`config.mk`:
```
export PLATFORM = sky130hd
export DESIGN_NAME = light_pattern_engine_flat
export DESIGN_NICKNAME = d
export VERILOG_FILES = /design/src/rtl/lpe_pkg.sv /design/src/rtl/lpe_if.sv /design/src/rtl/lpe_prescaler.sv /design/src/rtl/light_pattern_engine.sv /design/src/flat_wrapper.sv
export SDC_FILE = /design/constraint.sdc
export NUM_CORES = 1
export LEC_CHECK = 0
export CAP_MARGIN = 5
export CORE_MARGIN = 2
export CORE_UTILIZATION = 58
export CTS_BUF_LIST = sky130_fd_sc_hd__clkbuf_4 sky130_fd_sc_hd__clkbuf_8
export CTS_CLUSTER_SIZE = 10
export DETAILED_ROUTE_END_ITERATION = 7
export PLACE_DENSITY_LB_ADDON = 0.15
export SYNTH_ARGS = -nofsm -noshare
export SYNTH_HDL_FRONTEND = slang
export SYNTH_SLANG_ARGS = --single-unit
```
`constraint.sdc`:
```
create_clock -name clk -period 7 [get_ports clk]
set_input_delay 1.4 -clock clk [delete_from_list [all_inputs] [get_ports clk]]
set_output_delay 1.4 -clock clk [all_outputs]
set_load 0.02 [all_outputs]
```
`src/rtl/lpe_pkg.sv`:
```
// lpe_pkg: mode and state encodings shared by the light pattern engine.
package lpe_pkg;
    typedef enum logic [1:0] {
        MODE_SHL    = 2'd0,
        MODE_SHR    = 2'd1,
        MODE_BOUNCE = 2'd2,
        MODE_FILL   = 2'd3
    } mode_t;
    typedef enum logic [1:0] {ST_IDLE, ST_RUN, ST_PAUSED} state_t;
endpackage

```
`src/rtl/lpe_if.sv`:
```
// lpe_if: control inputs and LED outputs of the light pattern engine.
interface lpe_if #(parameter int WIDTH = 8, parameter int DIV_W = 16);
    logic             start;
    logic             pause;
    logic [1:0]       mode;
    logic [DIV_W-1:0] div;
    logic [WIDTH-1:0] out;
    logic             busy;
    logic             wrap;
    modport master (output start, pause, mode, div, input out, busy, wrap);
    modport slave  (input start, pause, mode, div, output out, busy, wrap);
endinterface

```
`src/rtl/lpe_prescaler.sv`:
```
// lpe_prescaler: step-rate counter; div of 0 behaves as 1.
module lpe_prescaler #(parameter int DIV_W = 16) (
    input  logic             clk,
    input  logic             rst,
    input  logic             clear,
    input  logic             en,
    input  logic [DIV_W-1:0] div,
    output logic             tick
);
    logic [DIV_W-1:0] cnt, last;
    assign last = (div == '0) ? '0 : div - 1'b1;
    // >= so a shrinking div ticks at once instead of wrapping the counter
    assign tick = en && (cnt >= last);
    always_ff @(posedge clk)
        if (!rst)
            cnt <= '0;
        else if (clear)
            cnt <= '0;
        else if (en)
            cnt <= tick ? '0 : cnt + 1'b1;
endmodule

```
`src/rtl/light_pattern_engine.sv`:
```
// light_pattern_engine: WIDTH-bit animated LED bar (shift-left/right, bounce, fill).
module light_pattern_engine
    import lpe_pkg::*;
#(
    parameter int WIDTH = 8,
    parameter int DIV_W = 16
) (
    input logic  clk,
    input logic  rst,
    lpe_if.slave bus
);
    state_t           state, state_n;
    mode_t            mode_q;
    logic             dir_left, dir_left_n;
    logic [WIDTH-1:0] out_q, init_pat, step_pat, bnc;
    logic             wrap_q, step_wrap, bnc_right, en, tick;

    assign en       = (state == ST_RUN) && !bus.pause && !bus.start;
    assign bus.out  = out_q;
    assign bus.wrap = wrap_q;
    assign bus.busy = (state != ST_IDLE);

    lpe_prescaler #(.DIV_W(DIV_W)) u_prescaler (
        .clk  (clk),
        .rst  (rst),
        .clear(bus.start),
        .en   (en),
        .div  (bus.div),
        .tick (tick)
    );

    always_comb
        state_n = bus.start ? (bus.pause ? ST_PAUSED : ST_RUN) :
                  (state == ST_RUN && bus.pause) ? ST_PAUSED :
                  (state == ST_PAUSED && !bus.pause) ? ST_RUN : state;

    always_comb begin
        init_pat   = (mode_t'(bus.mode) == MODE_SHR) ? {1'b1, {(WIDTH-1){1'b0}}} : WIDTH'(1);
        // bounce turns around at the top without holding; arriving at bit0 ends the period
        bnc_right  = !(dir_left && !out_q[WIDTH-1]);
        bnc        = bnc_right ? out_q >> 1 : out_q << 1;
        dir_left_n = !bnc_right || bnc[0];
        step_pat   = {out_q[WIDTH-2:0], out_q[WIDTH-1]};
        step_wrap  = out_q[WIDTH-1];
        case (mode_q)
            MODE_SHR: begin
                step_pat  = {out_q[0], out_q[WIDTH-1:1]};
                step_wrap = out_q[0];
            end
            MODE_BOUNCE: begin
                step_pat  = bnc;
                step_wrap = bnc_right && bnc[0];
            end
            MODE_FILL: begin
                step_pat  = (&out_q) ? '0 : {out_q[WIDTH-2:0], 1'b1};
                step_wrap = (out_q == '0);
            end
            default: ;
        endcase
    end

    always_ff @(posedge clk)
        if (!rst) begin
            state    <= ST_IDLE;
            mode_q   <= MODE_SHL;
            dir_left <= 1'b1;
            out_q    <= '0;
            wrap_q   <= 1'b0;
        end else begin
            state  <= state_n;
            wrap_q <= tick && step_wrap;
            if (bus.start) begin
                mode_q   <= mode_t'(bus.mode);
                out_q    <= init_pat;
                dir_left <= 1'b1;
            end else if (tick) begin
                out_q    <= step_pat;
                dir_left <= dir_left_n;
            end
        end
endmodule

```
`src/flat_wrapper.sv`:
```
// flat-port wrapper written by rule: the top's interface ports become plain ports
module light_pattern_engine_flat import lpe_pkg::*;
#(
    parameter int WIDTH = 8,
    parameter int DIV_W = 16
)
  (clk, rst, bus_start, bus_pause, bus_mode, bus_div, bus_out, bus_busy, bus_wrap);
  lpe_if #(.WIDTH(WIDTH), .DIV_W(DIV_W)) bus_i ();
  input logic clk;
  input logic rst;
  input wire logic [$bits(bus_i.start)-1:0] bus_start;
  input wire logic [$bits(bus_i.pause)-1:0] bus_pause;
  input wire logic [$bits(bus_i.mode)-1:0] bus_mode;
  input wire logic [$bits(bus_i.div)-1:0] bus_div;
  output wire logic [$bits(bus_i.out)-1:0] bus_out;
  output wire logic [$bits(bus_i.busy)-1:0] bus_busy;
  output wire logic [$bits(bus_i.wrap)-1:0] bus_wrap;
  assign bus_i.start = bus_start;
  assign bus_i.pause = bus_pause;
  assign bus_i.mode = bus_mode;
  assign bus_i.div = bus_div;
  assign bus_out = bus_i.out;
  assign bus_busy = bus_i.busy;
  assign bus_wrap = bus_i.wrap;
  light_pattern_engine #(.WIDTH(WIDTH), .DIV_W(DIV_W)) u_core (.clk(clk), .rst(rst), .bus(bus_i));
endmodule
```
==> impl_metrics.json, run 1 <==
{
  "status": "finished, final reports clean",
  "grt_pass1_wl_mm": 8.88,
  "setup_viol": 0,
  "cts_tree": "yes",
  "path_class": "in -> reg",
  "drc_errors": 0,
  "drv_cap": 0,
  "routed_wirelength_mm": 5.41,
  "timing.rr.end": "u_core.dir_left$_SDFFE_PP1P_",
  "synth.largest_area_cell": "dfxtp_1",
  "final_antenna_net_count": 0,
  "ir_worst_vdd_mv": 0.137,
  "final_hold_viol_count": 0,
  "crit_start": "bus_div[9]",
  "row_count": 23,
  "place_hpwl_mm": 4.15,
  "multiInputGateArea_um2": 1660,
  "seq_area_um2": 601,
  "min_from": "u_core.state[0]$_SDFFE_PN0P_",
  "whs_endpoint": "u_core.state[0]$_SDFFE_PN0P_",
  "syn2layout_area_growth_pct": 18.1,
  "fillers": 329,
  "die_h_um": 67.8,
  "syn_area_um2": 2360,
  "grt_usage": 0.253,
  "final_nets": 366,
  "layout-drive-gt1-share": 0.0613,
  "rsz0062_at_grt": "no",
  "cts_made_buffers": 5,
  "slowest_delay_ps": 610,
  "cp_max_fo": 23,
  "cts_buffer_depth": 2,
  "gp_congestion": 0.796,
  "crit_chain": "clkdlybuf4s50_1, or4_1, or3_1, or4_1, nor3_1, a21oi_1, ha_1, nand4_2, or3_4, or4_4, a31oi_4, a221o_2",
  "die_w_um": 67.8,
  "critPathLaunchType": "input pin",
  "clk_pin_slew_worst_paths_ps": 60,
  "drt_iter0_drc": 143,
  "yosys_warnings": 0,
  "reg2reg_slack_ps": 4240,
  "antenna_cells": 0,
  "final_cell_mix": "nand2_1 (32), clkdlybuf4s50_1 (31), dfxtp_1 (30)",
  "syn_inst": 295,
  "grt.overflow.total": 0,
  "critical_path_buf_inv_count": 1,
  "min_delay_path_depth": 2,
  "vias": 2252,
  "core_area_um2": 3970,
  "start_util": 0.595,
  "synth.net_count": 336,
  "clkSinkCount": 30,
  "r2r_cells": 6,
  "reg2reg_from": "u_core.u_prescaler.cnt[13]$_SDFFE_PP0P_",
  "fmax_ghz": 0.178,
  "clockRootBuffer": "clkbuf_8",
  "ys_types": 52,
  "wl_per_cell_um": 14.4,
  "final_common_cell": "nand2_1",
  "critPathMostFrequentCell": "or4_1",
  "crit_path_end_kind": "flop",
  "max-slew-margin-rel": 0.309,
  "ys_seq_elements": 30,
  "synth_edf_count": 0,
  "port_buffers": 31,
  "max_slew.worst_pin.slew_ps": 1020,
  "synth_top_cell_area_share": 0.254,
  "worstHoldPathType": "reg -> reg",
  "cts_hold_buf": 0,
  "final_max_slew_viol_count": 0,
  "ctsResizeCount": 0,
  "first_pass_iters": 5,
  "fin_tns_setup_ps": 0,
  "fin_crit_sh": 0.801,
  "cp_top_family": "simple AND/OR/NAND/NOR gates",
  "skew_ps": 5.57,
  "synth_seq_area_share": 0.254,
  "period_minus_slack_ps": 5610,
  "final_core_util": 0.702,
  "grt_max_degree": 24,
  "cpMaxStageDelayCell": "a31oi_4",
  "synthFlopType": "dfxtp_1",
  "critPathRequiredTime_ps": 7230,
  "clk_latency_ps": 290,
  "grt_pass1_vias": 1954,
  "arrival_ps": 5840,
  "postCtsSetupBuffers": 0,
  "ios": 32,
  "viasPerCell": 5.99,
  "antenna_found_initial": 0,
  "ys_top_cells_by_area": "dfxtp_1 (25%), ha_1 (10%), nor3_1 (5.7%)",
  "powerDensity_nw_per_um2": 138,
  "avgSynthCellArea_um2": 8.00,
  "p_leak_nw": 1.09,
  "cts.htree.levels": 2,
  "die_area_um2": 4600,
  "async_reset_ff_frac": 0
}
-- worst register-to-register path, stage by stage, from the launching register on --
cell	delay [ps]
dfxtp_1	340
ha_1	330
nand4_2	150
or3_4	430
or4_4	590
a31oi_4	610
a221o_2	260
-- area by class of cell --
type                       instances  share of cell area
clock buffer                       7              0.0323
clock inverter                     1             0.00179
inverter                          13              0.0175
multi-input combinational        243               0.597
sequential                        30               0.215
tap                               50              0.0224
timing repair buffer              32               0.114
-- metrics by stage --
stage | hold WS [ps] | power [W] | setup slack [ps] | area [um2] | instances
final | 515 | 0.000386 | 1390 | 2790 | 376
after global routing | 546 | 0.000402 | 1130 | 2790 | 376
after CTS | 519 | 0.000386 | 1400 | 2790 | 376
after detailed placement | 507 | 0.000240 | 1110 | 2690 | 368
after global placement | 506 | 0.000239 | 1190 | 2690 | 368
after floorplan | 476 | 0.000214 | 2010 | 2360 | 295
-- kinds of logic after synthesis --
| family | count (synthesis) | share of synthesized area |
|---|---|---|
| AOI/OAI and AO/OA | 60 | 0.183 |
| xor gates and xnor gates | 26 | 0.0965 |
| adders and majority gates | 19 | 0.101 |
| buffers and inverters | 22 | 0.0435 |
| DFF | 30 | 0.254 |
| muxes | 7 | 0.0297 |
| and+or+nand+nor | 131 | 0.292 |
-- how the worst max path moves through the flow --
| stage | cells after the start | end |
|---|---|---|
| after global routing | 12 | u_core.bus.wrap$_SDFF_PN0_ |
| after global placement | 12 | u_core.dir_left$_SDFFE_PP1P_ |
| after floorplan | 12 | u_core.bus.out[1]$_SDFFE_PN0P_ |
| final | 12 | u_core.dir_left$_SDFFE_PP1P_ |
| after CTS | 12 | u_core.bus.wrap$_SDFF_PN0_ |
| after detailed placement | 12 | u_core.dir_left$_SDFFE_PP1P_ |
-- flip-flops by register name, indices dropped and copies added (netlist names) --
register,flops
u_core.u_prescaler.cnt,16
u_core.bus.out,8
u_core.bus.wrap,1
u_core.mode_q,2
u_core.dir_left,1
u_core.state,2
-- where the power goes --
| part | switching (W) | internal, W |
|---|---|---|
| clock | 0.0000664 | 0.0000831 |
| combinational | 0.0000288 | 0.0000295 |
| sequential | 0.00000487 | 0.000173 |
-- metal layers --
| metal | vias up | global-route usage | share of wire |
|---|---|---|---|
| met5 | - | 0 | 0 |
| met4 | 0 | 0.0675 | 0.013 |
| met3 | 10 | 0.0500 | 0.047 |
| met2 | 46 | 0.398 | 0.46 |
| met1 | 1050 | 0.350 | 0.48 |
| li1 | 1146 | - | - |
-- cell usage after synthesis (all sizes together), types with 8 or more instances --
library cell   n
a21oi         15
and3           8
dfxtp         30
ha            19
inv           13
nand2         32
nor2          20
nor2b          8
nor3          27
o21ai         10
xnor2         13
xor2          13
No activity file was read; power rests on OpenSTA's default activity.
==> run 2: changes to the inputs <==
--- a/config.mk
+++ b/config.mk
@@ -7,7 +7,7 @@
 export LEC_CHECK = 0
 export CAP_MARGIN = 5
 export CORE_MARGIN = 2
-export CORE_UTILIZATION = 58
+export CORE_UTILIZATION = 52
 export CTS_BUF_LIST = sky130_fd_sc_hd__clkbuf_4 sky130_fd_sc_hd__clkbuf_8
 export CTS_CLUSTER_SIZE = 10
 export DETAILED_ROUTE_END_ITERATION = 7
==> constraint.sdc (replaced) <==
create_clock -name clk -period 5 [get_ports clk]
set_input_delay 1 -clock clk [delete_from_list [all_inputs] [get_ports clk]]
set_output_delay 1 -clock clk [all_outputs]
set_load 0.02 [all_outputs]
==> impl_metrics.json, run 2 (synthesis results as in run 1) <==
{
  "syn2layout_area_growth_pct": 25.4,
  "cts.htree.levels": 2,
  "cts_hold_buf": 0,
  "die_w_um": 71.4,
  "ir_worst_vdd_mv": 0.184,
  "critPathMostFrequentCell": "or4_1",
  "die_h_um": 71.4,
  "postCtsSetupBuffers": 0,
  "skew_ps": 10.3,
  "wl_per_cell_um": 14.3,
  "cp_top_family": "simple AND/OR/NAND/NOR gates",
  "final_cell_mix": "nand2_1 (32), clkdlybuf4s50_1 (31), dfxtp_1 (30)",
  "cts_tree": "yes",
  "critPathLaunchType": "input pin",
  "drv_cap": 0,
  "ios": 32,
  "layout-drive-gt1-share": 0.113,
  "final_common_cell": "nand2_1",
  "final_max_slew_viol_count": 0,
  "critical_path_buf_inv_count": 2,
  "reg2reg_from": "u_core.u_prescaler.cnt[0]$_SDFFE_PP0P_",
  "status": "finished, final reports clean",
  "max-slew-margin-rel": 0.597,
  "antenna_found_initial": 0,
  "cp_max_fo": 7,
  "whs_ps": 524,
  "routed_wirelength_mm": 5.68,
  "fin_crit_sh": 0.953,
  "clkSinkCount": 30,
  "min_from": "u_core.state[0]$_SDFFE_PN0P_",
  "first_pass_iters": 4,
  "largest_register": "u_core.u_prescaler.cnt",
  "port_buffers": 31,
  "gp_congestion": 0.884,
  "detailed_place.area_um2": 2850,
  "antenna_cells": 0,
  "cts_buffer_depth": 2,
  "setup_viol": 0,
  "drc_errors": 0,
  "clk_pin_slew_worst_paths_ps": 70,
  "worstHoldPathType": "reg -> reg",
  "clockRootBuffer": "clkbuf_8",
  "max_slew.worst_pin.slew_ps": 603,
  "vias": 2317,
  "timing.rr.end": "u_core.dir_left$_SDFFE_PP1P_",
  "fillers": 380,
  "grt_usage": 0.238,
  "final_hold_viol_count": 0,
  "largest_reg_flops": 16,
  "critPathRequiredTime_ps": 5150,
  "core_area_um2": 4350,
  "grt_pass1_wl_mm": 9.82,
  "ctsResizeCount": 0,
  "rsz0062_at_grt": "no",
  "p_leak_nw": 1.19,
  "final_nets": 385,
  "r2r_cells": 8,
  "cts_made_buffers": 5,
  "cpMaxStageDelayCell": "or4_4",
  "row_count": 24,
  "power_w": 0.000576,
  "slowest_delay_ps": 570,
  "path_class": "in -> reg",
  "place_hpwl_mm": 4.34,
  "fin_area_um2": 2960,
  "viasPerCell": 5.84,
  "reg2reg_slack_ps": 2600,
  "grt.overflow.total": 0,
  "die_area_um2": 5100,
  "period_minus_slack_ps": 4760,
  "powerDensity_nw_per_um2": 194,
  "crit_path_end_kind": "flop",
  "drt_iter0_drc": 112,
  "clk_latency_ps": 290,
  "fmax_ghz": 0.210,
  "arrival_ps": 4920,
  "min_delay_path_depth": 2,
  "whs_endpoint": "u_core.state[1]$_SDFFE_PN0P_",
  "grt_max_degree": 18,
  "start_util": 0.542,
  "final_antenna_net_count": 0,
  "crit_chain": "clkdlybuf4s50_1, or4_1, or3_1, or4_1, nor3_1, a21oi_1, ha_1, nand4_2, or3_4, or4_4, a31oi_4, buf_4, o22ai_1",
  "grt_pass1_vias": 2140
}
run 2: where the power goes:
group / total (W) / switching (W) / internal [W]
logic: 0.0000856 / 0.0000409 / 0.0000447
registers: 0.000250 / 0.00000722 / 0.000242
clock network: 0.000240 / 0.0000940 / 0.000146
total: 0.000576 / 0.000142 / 0.000433
run 2: area by class of cell:
class | count | area, um2 | share of cell area
well taps | 52 | 65.1 | 0.0220
inverters | 13 | 48.8 | 0.0165
clock buffers | 5 | 68.8 | 0.0232
repair buffers | 51 | 473 | 0.160
flip-flops and latches | 30 | 601 | 0.203
clock inverters | 3 | 40.0 | 0.0135
multi-input cells | 243 | 1660 | 0.562
run 2: worst max-delay path by stage:
stage                    start                                     end  slack (ps)  depth (start not counted)
floorplan           bus_div[9]          u_core.bus.out[1]$_SDFFE_PN0P_         410                         12
global placement    bus_div[9]  u_core.u_prescaler.cnt[3]$_SDFFE_PP0P_          30                         13
detailed placement  bus_div[9]          u_core.bus.out[2]$_SDFFE_PN0P_         -40                         13
CTS                 bus_div[9]          u_core.bus.out[2]$_SDFFE_PN0P_         250                         13
global route        bus_div[8]              u_core.bus.wrap$_SDFF_PN0_          80                         13
finish              bus_div[9]          u_core.bus.out[2]$_SDFFE_PN0P_         240                         13
run 2: tightest hold or removal path, cell delays in order (launching register included):
cell and delay, ps:
dfxtp_1 340, o21ai_0 80, a21oi_1 60
run 2: metrics by stage:
step	utilization	setup TNS, ps	std cells	setup WS (ps)
detailed placement	0.655	-568	389	-35.0
global placement	0.655	0	389	32.2
CTS	0.680	0	397	251
floorplan	-	0	295	411
global route	0.680	0	397	81.8
finish	0.680	0	397	235
run 2: layer usage:
layer | wire length (um) | GRT usage | up-vias | share of wire
met5 | 0 | 0 | - | 0
met4 | 44 | 0.0671 | 0 | 0.0077
met3 | 186 | 0.0394 | 5 | 0.033
met2 | 2660 | 0.380 | 33 | 0.47
met1 | 2790 | 0.333 | 1098 | 0.49
li1 | - | - | 1181 | -
==> run 3: changes to the inputs <==
--- a/config.mk
+++ b/config.mk
@@ -11,6 +11,7 @@
 export CTS_BUF_LIST = sky130_fd_sc_hd__clkbuf_4 sky130_fd_sc_hd__clkbuf_8
 export CTS_CLUSTER_SIZE = 10
 export DETAILED_ROUTE_END_ITERATION = 7
+export GPL_TIMING_DRIVEN = 0
 export PLACE_DENSITY_LB_ADDON = 0.15
 export SYNTH_ARGS = -nofsm -noshare
 export SYNTH_HDL_FRONTEND = slang
==> impl_metrics.json, run 3 (synthesis results as in run 1) <==
{
  "status": "finished, final reports clean",
  "arrival_ps": 4900,
  "place_ws_ps": -471,
  "grt_max_degree": 11,
  "ir_worst_vdd_mv": 0.201,
  "fin_area_um2": 2950,
  "detailed_place.area_um2": 2740,
  "grt_pass1_wl_mm": 9.36,
  "p_leak_nw": 1.17,
  "final_hold_viol_count": 0,
  "period_minus_slack_ps": 4680,
  "die_area_um2": 5100,
  "final_max_slew_viol_count": 0,
  "clk_latency_ps": 280,
  "max-slew-margin-rel": 0.602,
  "final_common_cell": "nand2_1",
  "drv_cap": 0,
  "setup_viol": 0,
  "syn2layout_area_growth_pct": 25.1,
  "place_hpwl_mm": 4.27,
  "wl_per_cell_um": 14.9,
  "start_util": 0.542,
  "ios": 32,
  "cp-endpoint": "u_core.bus.wrap$_SDFF_PN0_",
  "skew_ps": 9.12,
  "grt.overflow.total": 0,
  "final_nets": 380,
  "final_cells": 391,
  "grt_pass1_vias": 2103,
  "worstHoldPathType": "reg -> reg",
  "port_buffers": 31,
  "reg2reg_slack_ps": 2570,
  "r2r_cells": 8,
  "first_pass_iters": 4,
  "rsz0062_at_grt": "no",
  "critPathRequiredTime_ps": 5220,
  "final_antenna_net_count": 0,
  "drc_errors": 0,
  "fillers": 395,
  "die_h_um": 71.4,
  "gp_congestion": 0.871,
  "crit_chain": "dlymetal6s2s_1, or4_4, or3_4, nor4_4, and3_4, mux2i_4, ha_4, nand4_4, or3_4, or4_4, a31oi_4, buf_4, and3_1",
  "vias": 2265,
  "routed_wirelength_mm": 5.82,
  "core_area_um2": 4350,
  "cts_tree": "yes",
  "largest_register": "u_core.u_prescaler.cnt",
  "fmax_ghz": 0.214,
  "die_w_um": 71.4,
  "clk_pin_slew_worst_paths_ps": 60,
  "grt_usage": 0.224,
  "drt_iter0_drc": 89,
  "cts_buffer_depth": 2,
  "cts_hold_buf": 0,
  "fin_tns_setup_ps": 0,
  "powerDensity_nw_per_um2": 180,
  "final_cell_mix": "nand2_1 (32), dfxtp_1 (30), nor3_1 (27), clkdlybuf4s50_1 (27), nor2_1 (20)",
  "cts_made_buffers": 5,
  "crit_path_end_kind": "flop",
  "timing.rr.end": "u_core.dir_left$_SDFFE_PP1P_",
  "multiInputGateArea_um2": 1730,
  "slowest_delay_ps": 550,
  "layout_setup_ws_ps": 323,
  "cp_max_fo": 6,
  "path_class": "in -> reg",
  "crit_start": "bus_div[8]",
  "antenna_found_initial": 0,
  "dp.cells": 378,
  "antenna_cells": 0,
  "layout-drive-gt1-share": 0.100,
  "max_slew.worst_pin.slew_ps": 588,
  "seq_area_um2": 601,
  "fin_crit_sh": 0.935,
  "cpMaxStageDelayCell": "or4_4",
  "power_w": 0.000530,
  "clkSinkCount": 30,
  "critPathLaunchType": "input pin",
  "viasPerCell": 5.79,
  "reg2reg_from": "u_core.u_prescaler.cnt[0]$_SDFFE_PP0P_",
  "cts.htree.levels": 2,
  "clockRootBuffer": "clkbuf_8",
  "largest_reg_flops": 16,
  "row_count": 24
}
==> run 3: worst max-delay path, delay by kind of cell <==
family,cells,cell delay [ps]
simple gates,8,2720
buf+inv,2,330
mux,1,290
compound gates,1,350
fa+ha+maj,1,200
==> run 3: how the worst min path moves through the flow <==
stage,from,depth (start not counted),to
global route,u_core.state[0]$_SDFFE_PN0P_,2,u_core.state[0]$_SDFFE_PN0P_
finish,u_core.state[0]$_SDFFE_PN0P_,2,u_core.state[1]$_SDFFE_PN0P_
global placement,u_core.state[0]$_SDFFE_PN0P_,2,u_core.state[0]$_SDFFE_PN0P_
detailed placement,u_core.state[0]$_SDFFE_PN0P_,2,u_core.state[1]$_SDFFE_PN0P_
floorplan,u_core.state[0]$_SDFFE_PN0P_,2,u_core.state[0]$_SDFFE_PN0P_
CTS,u_core.state[0]$_SDFFE_PN0P_,2,u_core.state[1]$_SDFFE_PN0P_
==> run 3: what timing repair did <==
action | 4_1_cts | 5_1_grt
pin swaps | 1 | 7
cloned | 0 | 2
buffers inserted | 2 | 2
endpoints found under the setup margin | 23 | 24
resized for setup | 4 | 16
==> run 3: cell type report <==
cell class / count / area share
Timing Repair Buffer: 37 / 0.126
Sequential cell: 30 / 0.203
Clock buffer: 7 / 0.0284
Buffer: 9 / 0.0182
Multi-Input combinational cell: 243 / 0.585
Tap cell: 52 / 0.0220
Inverter: 13 / 0.0165
==> run 3: stage by stage <==
step | hold slack (ps) | utilization
2_1_floorplan | 476 | -
3_3_place_gp | 505 | 0.628
3_5_place_dp | 512 | 0.628
4_1_cts | 520 | 0.655
5_1_grt | 566 | 0.678
6_report | 521 | 0.678
==> run 3: metal layers <==
| layer | GRT usage | wire, um |
|---|---|---|
| met1 | 0.319 | 2870 |
| met2 | 0.357 | 2720 |
| met3 | 0.0408 | 178 |
| met4 | 0.0440 | 50 |
| met5 | 0 | 0 |
==> run 3: power by group <==
group          internal, W  total (W)  switching, W
sequential        0.000242   0.000246    0.00000349
combinational    0.0000432  0.0000896     0.0000464
clock             0.000107   0.000195     0.0000882
